**src/rtl/sad_pkg.sv**
```systemverilog
// Shared definitions for the SAD search controller slice.
// Holds the geometry and width parameters, the controller state encoding,
// and the helper that folds a candidate position into a linear bank address.
package sad_pkg;

  localparam int FRAME_W   = 64;
  localparam int XW        = 6;
  localparam int YW        = 6;
  localparam int ADDR_W    = 12;
  localparam int SAD_W     = 12;
  localparam int MAX_INFL  = 8;
  localparam int NUM_LANES = 16;
  localparam int INFL_W    = $clog2(MAX_INFL + 1);

  localparam logic [SAD_W-1:0] SAD_MAX = '1;

  typedef enum logic [2:0] {
    IDLE  = 3'd0,
    ISSUE = 3'd1,
    DRAIN = 3'd2,
    DONE  = 3'd3,
    FLUSH = 3'd4
  } state_t;

  // FRAME_W is a power of two, so Y*FRAME_W + X is a shift-and-or.
  function automatic logic [ADDR_W-1:0] sad_addr(input logic [YW-1:0] y,
                                                 input logic [XW-1:0] x);
    return (ADDR_W'(y) << $clog2(FRAME_W)) | ADDR_W'(x);
  endfunction

endpackage

```
**src/rtl/sad_search_ctrl_if.sv**
```systemverilog
// Datapath-side bus of the SAD search controller.
//   mem_rd / mem_ready : read request handshake, one candidate per transfer
//   cand_x / cand_y    : candidate position of the pending request
//   address            : linear base address shared by all 16 banks
//   sad_valid / sad_in : in-order block SAD results from the adder tree
// Handshake: a read transfers on a rising clock edge where mem_rd and
// mem_ready are both high; while mem_rd is high and mem_ready is low,
// cand_x, cand_y and address hold their values. sad_valid has no back-pressure.
interface sad_search_ctrl_if;
  import sad_pkg::*;

  logic              mem_rd;
  logic              mem_ready;
  logic [XW-1:0]     cand_x;
  logic [YW-1:0]     cand_y;
  logic [ADDR_W-1:0] address;
  logic              sad_valid;
  logic [SAD_W-1:0]  sad_in;

  modport master (
    output mem_rd, cand_x, cand_y, address,
    input  mem_ready, sad_valid, sad_in
  );

  modport slave (
    input  mem_rd, cand_x, cand_y, address,
    output mem_ready, sad_valid, sad_in
  );

endinterface

```
**src/rtl/sad_raster_cnt.sv**
```systemverilog
// Raster-order X/Y position counter over a win_w x win_h window.
//   clear  : synchronous return to (0,0)
//   adv    : step one position; X wraps at win_w-1 and carries into Y,
//            Y wraps at win_h-1 so the counter ends back at (0,0)
//   x, y   : current position
//   x_last : x is the last column; last : (x, y) is the final position
module sad_raster_cnt
  import sad_pkg::*;
(
  input  logic          clk,
  input  logic          rst_n,
  input  logic          clear,
  input  logic          adv,
  input  logic [XW-1:0] win_w,
  input  logic [YW-1:0] win_h,
  output logic [XW-1:0] x,
  output logic [YW-1:0] y,
  output logic          x_last,
  output logic          last
);

  logic y_last;

  assign x_last = (x == win_w - XW'(1));
  assign y_last = (y == win_h - YW'(1));
  assign last   = x_last && y_last;

  always_ff @(posedge clk or negedge rst_n) begin
    if (!rst_n) begin
      x <= '0;
      y <= '0;
    end else if (clear) begin
      x <= '0;
      y <= '0;
    end else if (adv) begin
      if (x_last) begin
        x <= '0;
        y <= y_last ? '0 : y + YW'(1);
      end else begin
        x <= x + XW'(1);
      end
    end
  end

endmodule

```
**src/rtl/sad_search_ctrl.sv**
```systemverilog
// Start/Done sequencer for the 16-lane SAD datapath.
// Walks a candidate window in raster order issuing one read per candidate,
// pairs in-order SAD results with a second raster counter, and reports the
// minimum-SAD position.
//   clk, reset         : clock, asynchronous active-low reset
//   start, abort       : one-cycle control pulses
//   win_w, win_h       : window size, sampled at start
//   bus                : datapath handshake (see sad_search_ctrl_if)
//   busy, done, err    : status; done and err are one-cycle pulses
//   best_x/y, best_sad : result, updated when done asserts
//   state_dbg          : current FSM state
module sad_search_ctrl
  import sad_pkg::*;
(
  input  logic              clk,
  input  logic              reset,
  input  logic              start,
  input  logic              abort,
  input  logic [XW-1:0]     win_w,
  input  logic [YW-1:0]     win_h,
  sad_search_ctrl_if.master bus,
  output logic              busy,
  output logic              done,
  output logic [XW-1:0]     best_x,
  output logic [YW-1:0]     best_y,
  output logic [SAD_W-1:0]  best_sad,
  output logic              err,
  output state_t            state_dbg
);

  state_t              state_q, state_d;
  logic [XW-1:0]       win_w_q;
  logic [YW-1:0]       win_h_q;
  logic [INFL_W-1:0]   infl_q;
  logic [SAD_W-1:0]    run_sad;
  logic [XW-1:0]       run_x, ret_x;
  logic [YW-1:0]       run_y, ret_y;
  logic                iss_last, iss_x_last, ret_last, ret_x_last;
  logic                start_ok, start_bad, xfer, ret_ok, ret_use;

  assign start_ok  = start && (state_q == IDLE) && (win_w != '0) && (win_h != '0);
  assign start_bad = start && (state_q == IDLE) && ((win_w == '0) || (win_h == '0));
  assign xfer      = bus.mem_rd && bus.mem_ready;
  // A result only counts against an outstanding read; strays raise err.
  assign ret_ok    = bus.sad_valid && (infl_q != '0);
  // Results landing in FLUSH still retire reads but never touch the minimum.
  assign ret_use   = ret_ok && ((state_q == ISSUE) || (state_q == DRAIN));

  sad_raster_cnt u_issue_pos (
    .clk    (clk),
    .rst_n  (reset),
    .clear  (start_ok),
    .adv    (xfer),
    .win_w  (win_w_q),
    .win_h  (win_h_q),
    .x      (bus.cand_x),
    .y      (bus.cand_y),
    .x_last (iss_x_last),
    .last   (iss_last)
  );

  sad_raster_cnt u_return_pos (
    .clk    (clk),
    .rst_n  (reset),
    .clear  (start_ok),
    .adv    (ret_use),
    .win_w  (win_w_q),
    .win_h  (win_h_q),
    .x      (ret_x),
    .y      (ret_y),
    .x_last (ret_x_last),
    .last   (ret_last)
  );

  assign bus.mem_rd  = (state_q == ISSUE) && (infl_q != INFL_W'(MAX_INFL));
  assign bus.address = sad_addr(bus.cand_y, bus.cand_x);
  assign busy        = (state_q != IDLE);
  assign done        = (state_q == DONE);
  assign state_dbg   = state_q;

  // Abort is checked before the last-acceptance exit so it wins a tie.
  always_comb begin
    state_d = state_q;
    case (state_q)
      IDLE:    if (start_ok) state_d = ISSUE;
      ISSUE:   if (abort) state_d = FLUSH;
               else if (xfer && iss_last) state_d = DRAIN;
      DRAIN:   if (abort) state_d = FLUSH;
               else if (infl_q == '0) state_d = DONE;
      DONE:    state_d = IDLE;
      FLUSH:   if (infl_q == '0) state_d = IDLE;
      default: state_d = IDLE;
    endcase
  end

  always_ff @(posedge clk or negedge reset) begin
    if (!reset) begin
      state_q  <= IDLE;
      win_w_q  <= '0;
      win_h_q  <= '0;
      infl_q   <= '0;
      err      <= 1'b0;
      run_sad  <= '0;
      run_x    <= '0;
      run_y    <= '0;
      best_x   <= '0;
      best_y   <= '0;
      best_sad <= '0;
    end else begin
      state_q <= state_d;
      err     <= start_bad || (bus.sad_valid && (infl_q == '0));

      if (start_ok) begin
        win_w_q <= win_w;
        win_h_q <= win_h;
      end

      case ({xfer, ret_ok})
        2'b10:   infl_q <= infl_q + INFL_W'(1);
        2'b01:   infl_q <= infl_q - INFL_W'(1);
        default: infl_q <= infl_q;
      endcase

      // Strict less-than keeps the earliest candidate on ties.
      if (start_ok) begin
        run_sad <= SAD_MAX;
        run_x   <= '0;
        run_y   <= '0;
      end else if (ret_use && (bus.sad_in < run_sad)) begin
        run_sad <= bus.sad_in;
        run_x   <= ret_x;
        run_y   <= ret_y;
      end

      if (state_d == DONE) begin
        best_x   <= run_x;
        best_y   <= run_y;
        best_sad <= run_sad;
      end
    end
  end

endmodule

```
**src/flat_wrapper.sv**
```systemverilog
// flat-port wrapper written by rule: the top's interface ports become plain ports
module sad_search_ctrl_flat import sad_pkg::*;
  (clk, reset, start, abort, win_w, win_h, busy, done, best_x, best_y, best_sad, err, state_dbg, bus_mem_rd, bus_cand_x, bus_cand_y, bus_address, bus_mem_ready, bus_sad_valid, bus_sad_in);
  sad_search_ctrl_if bus_i ();
  input  logic clk;
  input  logic reset;
  input  logic start;
  input  logic abort;
  input  logic [XW-1:0] win_w;
  input  logic [YW-1:0] win_h;
  output logic busy;
  output logic done;
  output logic [XW-1:0] best_x;
  output logic [YW-1:0] best_y;
  output logic [SAD_W-1:0] best_sad;
  output logic err;
  output state_t state_dbg;
  output wire logic [$bits(bus_i.mem_rd)-1:0] bus_mem_rd;
  output wire logic [$bits(bus_i.cand_x)-1:0] bus_cand_x;
  output wire logic [$bits(bus_i.cand_y)-1:0] bus_cand_y;
  output wire logic [$bits(bus_i.address)-1:0] bus_address;
  input wire logic [$bits(bus_i.mem_ready)-1:0] bus_mem_ready;
  input wire logic [$bits(bus_i.sad_valid)-1:0] bus_sad_valid;
  input wire logic [$bits(bus_i.sad_in)-1:0] bus_sad_in;
  assign bus_mem_rd = bus_i.mem_rd;
  assign bus_cand_x = bus_i.cand_x;
  assign bus_cand_y = bus_i.cand_y;
  assign bus_address = bus_i.address;
  assign bus_i.mem_ready = bus_mem_ready;
  assign bus_i.sad_valid = bus_sad_valid;
  assign bus_i.sad_in = bus_sad_in;
  sad_search_ctrl u_core (.clk(clk), .reset(reset), .start(start), .abort(abort), .win_w(win_w), .win_h(win_h), .bus(bus_i), .busy(busy), .done(done), .best_x(best_x), .best_y(best_y), .best_sad(best_sad), .err(err), .state_dbg(state_dbg));
endmodule
```
**config.mk**
```make
export PLATFORM = sky130hd
export DESIGN_NAME = sad_search_ctrl_flat
export DESIGN_NICKNAME = d
export VERILOG_FILES = /design/src/rtl/sad_pkg.sv /design/src/rtl/sad_search_ctrl_if.sv /design/src/rtl/sad_raster_cnt.sv /design/src/rtl/sad_search_ctrl.sv /design/src/flat_wrapper.sv
export SDC_FILE = /design/constraint.sdc
export NUM_CORES = 1
export LEC_CHECK = 0
export CAP_MARGIN = 25
export CORE_AREA = 2 2 125 127
export DETAILED_ROUTE_END_ITERATION = 10
export DIE_AREA = 0 0 127 129
export SLEW_MARGIN = 25
export SYNTH_ARGS = -nofsm -noshare
export SYNTH_HDL_FRONTEND = slang
export SYNTH_SLANG_ARGS = --single-unit
```
**constraint.sdc**
```tcl
create_clock -name clk -period 3.6 [get_ports clk]
set_input_delay 0.72 -clock clk [delete_from_list [all_inputs] [get_ports clk]]
set_output_delay 0.72 -clock clk [all_outputs]
set_load 0.01 [all_outputs]
```
Word-level counts from Yosys, hierarchy flattened
Index checks and enable logic that the tools add are counted.
{"block": "classes", "n_mux": 28, "add_sub_neg": 8, "magnitude_cmp": 1, "n_bitwise": 1, "reduce_logical": 31, "n_eq_ne": 12}
{"cell": "$mux 6", "count": 18}
{"cell": "$add 6x1->6 const B", "count": 4}
{"cell": "$eq 6x6->1", "count": 4}
{"cell": "$mux 12", "count": 2}
{"cell": "$mux 3", "count": 6}
{"cell": "$logic_and 1x1->1", "count": 12}
{"cell": "$logic_not 6->1", "count": 2}
{"cell": "$lt 12x12->1", "count": 1}
{"cell": "$or 12x6->12", "count": 1}
{"cell": "$pmux 3 s4", "count": 1}
{"cell": "$reduce_bool 2->1", "count": 6}
{"cell": "$reduce_bool 6->1", "count": 2}
{"cell": "$sub 6x1->6 const B", "count": 2}
{"cell": "$eq 3x2->1 const B", "count": 3}
{"cell": "$pmux 4 s2", "count": 1}
{"cell": "$add 4x1->4 const B", "count": 1}
{"cell": "$logic_not 4->1", "count": 1}
{"cell": "$ne 4x4->1 const B", "count": 1}
{"cell": "$reduce_and 2->1", "count": 2}
{"cell": "$reduce_bool 4->1", "count": 1}
{"cell": "$sub 4x1->4 const B", "count": 1}
{"cell": "$eq 3x1->1 const B", "count": 1}
{"cell": "$eq 3x3->1 const B", "count": 1}
{"cell": "$logic_not 3->1", "count": 1}
{"cell": "other kinds (4)", "count": 6}
{"block": "word_totals", "regBits": 92, "elab_cells": 96, "in_bits": 30, "output_inout_bits": 55}

Longest topological paths before layout
Gate-level depths: netlist of run 1.
{"block": "logic_depth", "word_depth": 8, "depth_mapped": 12, "depth_no_buf": 11}

Hierarchy
From an unflattened synthesis of run 1, not the netlist that was laid out.
{"block": "unflattened", "cells_unflattened": 586, "hier_area_um2": 5641.7}
{"mod": "sad_search_ctrl", "instances": 1, "seq_area_each_um2": 1701.6, "cells_each": 336, "area_per_inst_um2": 3427.0}
{"mod": "sad_raster_cnt", "instances": 2, "seq_area_each_um2": 300.3, "cells_each": 125, "area_per_inst_um2": 1107.3}

Worst setup path after synthesis of run 1
No wires, ideal clock.
{"block": "synth_path", "kind": "register -> register", "from": "reg u_core.infl_q[1]", "to": "reg u_core.infl_q[3]", "arrival_time_ns": 2.393, "period_less_slack_ns": 2.518, "n_path_buf": 0, "path_slack_ns": 1.082, "required_time_ns": 3.475, "setup_ns": 0.125, "stages_incl_launch_ff": 10, "cell_sequence": "dfrtp_1 -> nor4_1 -> nor2_1 -> ha_1 -> ha_1 -> a21o_1 -> a21oi_1 -> xnor2_1 -> nor2_1 -> xor2_1"}
{"block": "synth_via", "elab_chain_cells": 5, "elab_cells_between_ends": 11, "classes_between": "add/sub: 2; eq/ne: 3; mux: 1; reduce/logical: 5"}
{"item": "from (decl)", "line_no": "sad_search_ctrl.sv:34", "rtl": "logic [INFL_W-1:0] infl_q;"}
{"item": "from (signal assigned)", "line_no": "sad_search_ctrl.sv:119", "rtl": "2'b10: infl_q <= infl_q + INFL_W'(1);"}
{"item": "from (signal assigned)", "line_no": "sad_search_ctrl.sv:120", "rtl": "2'b01: infl_q <= infl_q - INFL_W'(1);"}
{"item": "from (signal assigned)", "line_no": "sad_search_ctrl.sv:121", "rtl": "default: infl_q <= infl_q;"}
{"item": "$ne 4x4->1", "line_no": "sad_search_ctrl.sv:75", "rtl": "assign bus.mem_rd = (state_q == ISSUE) && (infl_q != INFL_W'(MAX_INFL));"}
{"item": "$logic_and 1x1->1", "line_no": "sad_search_ctrl.sv:75"}
{"item": "$logic_and 1x1->1", "line_no": "sad_search_ctrl.sv:43", "rtl": "assign xfer = bus.mem_rd && bus.mem_ready;"}
{"item": "$eq 2x1->1 / $eq 2x2->1 (equally long branches)", "line_no": "sad_search_ctrl.sv:118", "rtl": "case ({xfer, ret_ok})"}
{"item": "$pmux 4 s2 / $reduce_bool 2->1 (equally long branches)"}
Several ways; a longest one is shown, not always the timed one.
A chain may end at the register's enable or synchronous reset.

Worst setup path after layout of run 1
{"block": "layout_path", "from": "reg u_core.win_w_q[2]", "to": "reg u_core.u_return_pos.y[1]"}
{"block": "layout_via", "elab_chain_cells": 4}
{"item": "from (decl)", "line_no": "sad_search_ctrl.sv:32", "rtl": "logic [XW-1:0] win_w_q;"}
{"item": "from (signal assigned)", "line_no": "sad_search_ctrl.sv:114", "rtl": "win_w_q <= win_w;"}
{"item": "$sub 6x1->6", "line_no": "sad_raster_cnt.sv:24", "rtl": "assign x_last = (x == win_w - XW'(1));"}
{"item": "$eq 6x6->1", "line_no": "sad_raster_cnt.sv:24"}
{"item": "$reduce_bool 2->1 (no line)"}
{"item": "$reduce_and 2->1 (no line)"}
{"item": "to (signal assigned)", "line_no": "sad_raster_cnt.sv:38", "rtl": "y <= y_last ? '0 : y + YW'(1);"}
{"item": "to (decl)", "line_no": "sad_raster_cnt.sv:17", "rtl": "output logic [YW-1:0] y,"}
Every way passes these cells.

==> results of run 1 <==
==> final cells by class <==
class / instances / area share
Clock buffer: 12 / 0.0400
Clock inverter: 4 / 0.00488
Inverter: 28 / 0.0164
Multi-Input combinational cell: 371 / 0.399
Sequential cell: 92 / 0.359
Tap cell: 188 / 0.0367
Timing Repair Buffer: 95 / 0.144
==> flip-flops by register name (all words and copies together) (netlist names), 3 cells and up <==
| register | count |
|---|---|
| u_core.best_sad | 12 |
| u_core.run_sad | 12 |
| u_core.best_x | 6 |
| u_core.best_y | 6 |
| u_core.run_x | 6 |
| u_core.run_y | 6 |
| u_core.u_issue_pos.x | 6 |
| u_core.u_issue_pos.y | 6 |
| u_core.u_return_pos.x | 6 |
| u_core.u_return_pos.y | 6 |
| u_core.win_h_q | 6 |
| u_core.win_w_q | 6 |
| u_core.infl_q | 4 |
| u_core.state_dbg | 3 |
==> metal layers <==
metal | routed length [um] | up-vias | track usage
li1 | - | 1984 | -
met1 | 5520 | 1979 | 0.199
met2 | 5950 | 76 | 0.257
met3 | 400 | 12 | 0.0308
met4 | 151 | 0 | 0.0549
met5 | 0 | - | 0
==> per-stage QoR <==
step / area [um2] / hold WS, ps / util
final: 6410 / 402 / 0.428
after global routing: 6410 / 451 / 0.428
after CTS: 6410 / 433 / 0.428
after detailed placement: 6120 / 474 / 0.409
after global placement: 6120 / 466 / 0.409
after floorplan: 5190 / 424 / -
==> cell families (layout without fill, tap and decap cells) <==
group,Yosys count,after routing,share of synthesized area
compound gates,88,88,0.123
mux,30,30,0.0622
xor+xnor,33,33,0.0612
flops,92,92,0.443
simple gates,199,199,0.194
fa+ha+maj,21,21,0.0520
buf+inv,67,139,0.0643
==> synthesized netlist by cell type (4+ instances only) <==
cell type,n
a21oi_1,6
o21ai_0,25
nand3_1,21
nand2b_1,5
or3_1,7
ha_1,20
nor2_1,32
nor4_1,6
nand3b_1,4
inv_1,28
mux2_2,14
clkbuf_1,17
buf_4,17
xor2_1,19
o211ai_1,19
nor3_1,13
nand2_1,75
nand4_1,7
o31ai_1,4
nor2b_1,5
dfrtp_1,92
xnor2_1,12
mux2i_1,15
and3_1,5
==> worst min-delay path by stage <==
stage	cells past startpoint	endpoint	start	slack, ps
finish	1	u_core.best_sad[8]	reset	400
CTS	1	u_core.best_sad[8]	reset	430
floorplan	0	u_core.best_sad[0]	reset	420
global placement	2	u_core.best_sad[6]	u_core.best_sad[6]	470
global route	1	u_core.best_sad[8]	reset	450
detailed placement	2	u_core.best_sad[9]	u_core.best_sad[9]	470
==> power by group <==
| part | switching, W | leakage, nW | internal, W | total (W) |
|---|---|---|---|---|
| combinational | 0.000799 | 1.50 | 0.000715 | 0.00151 |
| clock | 0.000411 | 0.144 | 0.000512 | 0.000923 |
| sequential | 0.000273 | 1.20 | 0.00122 | 0.00150 |
| total | 0.00148 | 2.84 | 0.00245 | 0.00393 |
==> critical path, stage by stage (launching register included) <==
cell and delay, ps:
dfrtp_1 520, nor4_2 440, nor2b_1 280, xor3_1 280, or4b_4 540, nand2_1 170, mux2_4 310
==> results.ini, run 1 <==
[worst_setup_path]
rr_startpoint=u_core.win_w_q[2]
cp-startpoint=u_core.win_w_q[2]
startpoint_type=flop
worstSetupEndpointType=flop
crit_path_end=u_core.u_return_pos.y[1]
r2r.worst_path.cells=6
reg2reg_to=u_core.u_return_pos.y[1]
cp.required_ps=3830
regToRegSetupSlack_ps=940
worstPathArrival_ps=2900
path_max_fanout=10
critical_path_class=reg2reg

[route]
drt.antenna.violating_nets=0
drt_iter0_drc=166
vias=4051
firstDrtPassIters=4
wl_mm=12.0
via_per_inst=5.13
drcViolationCount=0
wl_per_cell_um=15.2

[clock_network]
cts_hold_buffers=0
cts.sinks=92
insertion_delay_ps=350
cts_buffer_depth=2
cts_max_level=3
cts_tree=done
cts_buffers=9
cts_setup_buffers=0
clkTransAtPathRegs_ps=70
cts_root_buf=clkbuf_16
cts_resized=0

[finish]
fillCellCount=1432
drive_above_1_share=0.0930
register_area_um2=2300
mostFrequentLayoutCells=dfrtp_1, clkdlybuf4s50_1, nand2_1
final_nets=648
syn_to_final_growth_pct=23.4
final_cells=790
layout_commonest_cell=dfrtp_1
multiInputGateArea_um2=2560
diodes=0

[place]
post-place-ws_ps=607
dp_cells=774
io_buffers=84
gp_congestion=0.857
dpl.hpwl_mm=8.86

[synth]
synth_nets=581
yosysUniqueCellTypes=66
ys_ff_latch=92
yosys-top-cells-area=dfrtp_1, nand2_1, ha_1
avgSynthCellArea_um2=9.80
seq_area_frac_synth=0.443
synth_edf_count=0
synthArstFlopShare=1.00
synth_area_leader_cell=dfrtp_1
yosysWarningCount=0
synthCells=530
synth_flop_cell=dfrtp_1
yosysTopAreaCellShare=0.443
synth_area_um2=5190

[timing]
finalSetupTns_ps=0
min_period_ps=2660
min_period_over_period=0.740
rsz0062_at_grt=no
skew_ps=6.76
setup_viol=0
finalHoldViolCount=0
slew_viol_final=0
fmax_ghz=0.375
max_slew_margin=0.552
fin_ws_ps=936
worstMarginPinSlew_ps=670

[worst_hold_path]
hp-class=in2async

[power]
ir_worst_vdd_mv=0.286
p_leak_nw=2.84
finalPower_w=0.00393
p_per_area_nw_per_um2=614

[floorplanning]
io_pins=85
dieArea_um2=16400
rows=45
coreArea_um2=15000
initial_core_util=0.347
die_x_um=127
die_height_um=129

[grt]
antenna_found_initial=0
gr-total-overflow=0
grt_pass1_wl_mm=20.2
track_usage=0.154
grt_pass1_vias=4072
grt_max_degree=54

[run]
cap_viol_max_count=0

[outcome]
status=completed

(Power assumes the default switching activity.)
==> inputs of run 2 (changes only) <==
- clock period: 3.6 -> 2.65 ns (I/O delays scaled with it)
==> run 2 against run 1 <==
Clock power grew 46%. Sequential share of layout area decreased by 0.77 points. Largest power group unchanged. Count of clock-buffer cells in the layout shrank 1. Clock skew is 2.6 ps higher. Highest routed layer unchanged. Cell count rose by 1.5%.
==> results.ini, run 2 (synthesized netlist as in run 1, its figures left out) <==
[floorplanning]
dieArea_um2=16400
die_height_um=129
io_pins=85
rows=45
initial_core_util=0.347
die_x_um=127
coreArea_um2=15000

[grt]
gr-total-overflow=0
grt_pass1_vias=4091
track_usage=0.154
grt_max_degree=39
grt_pass1_wl_mm=20.2
antenna_found_initial=0

[power]
switchingPower_w=0.00205
power.internal_w=0.00349
switching_share=0.370
comb_power_share=0.397
finalPower_w=0.00554
p_per_area_nw_per_um2=846
p_leak_nw=2.92
clkPwrFrac=0.244
sequentialPowerShare=0.358
ir_worst_vdd_mv=0.429

[timing]
fmax_ghz=0.408
worstMarginPinSlew_ps=523
rsz0062_at_grt=no
finalSetupTns_ps=0
fin_ws_ps=198
max_slew_margin=0.652
skew_ps=9.33
slew_viol_final=0
min_period_over_period=0.925
setup_viol=0
min_period_ps=2450
finalHoldViolCount=0

[route]
drt_iter0_drc=278
firstDrtPassIters=4
top_layer_used=met4
wl_per_cell_um=15.0
wl_met2_mm=6.07
via_per_inst=5.11
drt.antenna.violating_nets=0
wl_met1_mm=5.49
wl_mm=12.0
drcViolationCount=0
vias=4100
wl_met3_um=361

[clock_network]
cts_root_buf=clkbuf_16
cts.sinks=92
cts_setup_buffers=0
cts_tree=done
cts_buffers=9
cts_buffer_depth=2
insertion_delay_ps=350
cts_hold_buffers=0
cts_max_level=3
clkTransAtPathRegs_ps=70

[finish]
mostFrequentLayoutCells=dfrtp_1, clkdlybuf4s50_1, nand2_1
top_regs=u_core.best_sad (12), u_core.run_sad (12)
syn_to_final_growth_pct=26.1
final_nets=660
layout_commonest_cell=dfrtp_1
final_cells=802
diodes=0
drive_above_1_share=0.112

[worst_hold_path]
hp-class=in2async

[worst_setup_path]
path_max_fanout=5
r2r.worst_path.cells=8
rr_startpoint=u_core.win_w_q[0]
cp.required_ps=2880
worstPathArrival_ps=2680
worstSetupEndpointType=flop
critical_path_class=reg2reg
cp-startpoint=u_core.win_w_q[0]
startpoint_type=flop
regToRegSetupSlack_ps=200

[place]
dp_cells=786
post-place-ws_ps=-56.0
dpl.hpwl_mm=8.93
io_buffers=84
gp_congestion=0.809

[run]
cap_viol_max_count=0

[outcome]
status=completed

## run 2: cell types whose count changed in the layout (fill, tap and decap cells not counted), sizes merged
cell    previous run  this run
buf               12        24
bufinv             0         1
clkbuf            12        11
clkinv             2         1
inv               30        31
## run 2: final timing paths
| path | to |
|---|---|
| setup / recovery | u_core.u_return_pos.y[1] |
| hold / removal | u_core.best_x[2] |
| setup reg to reg | u_core.u_return_pos.y[1] |
| hold reg to reg | u_core.best_sad[1] |
| max in group asynchronous | u_core.win_h_q[3] |
| min in group clk | u_core.best_sad[1] |
## run 2: critical path, stage by stage, from the launching register on
cell and delay, ps:
dfrtp_1 480, inv_1 100, ha_1 360, xnor2_1 150
nor2_1 100, o211ai_1 120, or4b_4 580, nand2_1 130
mux2_4 310
## run 2: stage by stage
step | hold slack [ps] | utilization | cell area [um2]
2_1_floorplan | 234 | - | 5190
3_3_place_gp | 467 | 0.416 | 6240
3_5_place_dp | 472 | 0.416 | 6240
4_1_cts | 171 | 0.437 | 6550
5_1_grt | 188 | 0.437 | 6550
6_report | 159 | 0.437 | 6550
## run 2: what timing repair did
action | 4_1_cts | 5_1_grt
endpoints found under the setup margin | 0 | 1
hold endpoints to repair | 0 | 0
gates resized for setup | 0 | 1
## run 2: routing by layer
| layer | GRT usage | up-vias |
|---|---|---|
| met5 | 0 | - |
| met4 | 0.0433 | 0 |
| met3 | 0.0349 | 9 |
| met2 | 0.265 | 61 |
| met1 | 0.195 | 2009 |
| li1 | - | 2021 |
## run 2: final cells by class
class	instances	area, um2
timing repair buffer	107	1040
inverter	28	105
fill	1431	8430
multi-input combinational	371	2560
clock inverter	5	67.6
clock buffer	11	243
sequential	92	2300
tap	188	235
## run 2: power by group through the flow
stage | Clock [W] | Sequential [W] | Combinational, W
after floorplan | 0 | 0.00188 | 0.00167
after global placement | 0 | 0.00200 | 0.00213
after detailed placement | 0 | 0.00201 | 0.00220
after CTS | 0.00139 | 0.00198 | 0.00221
after global routing | 0.00145 | 0.00204 | 0.00248
final | 0.00135 | 0.00198 | 0.00220
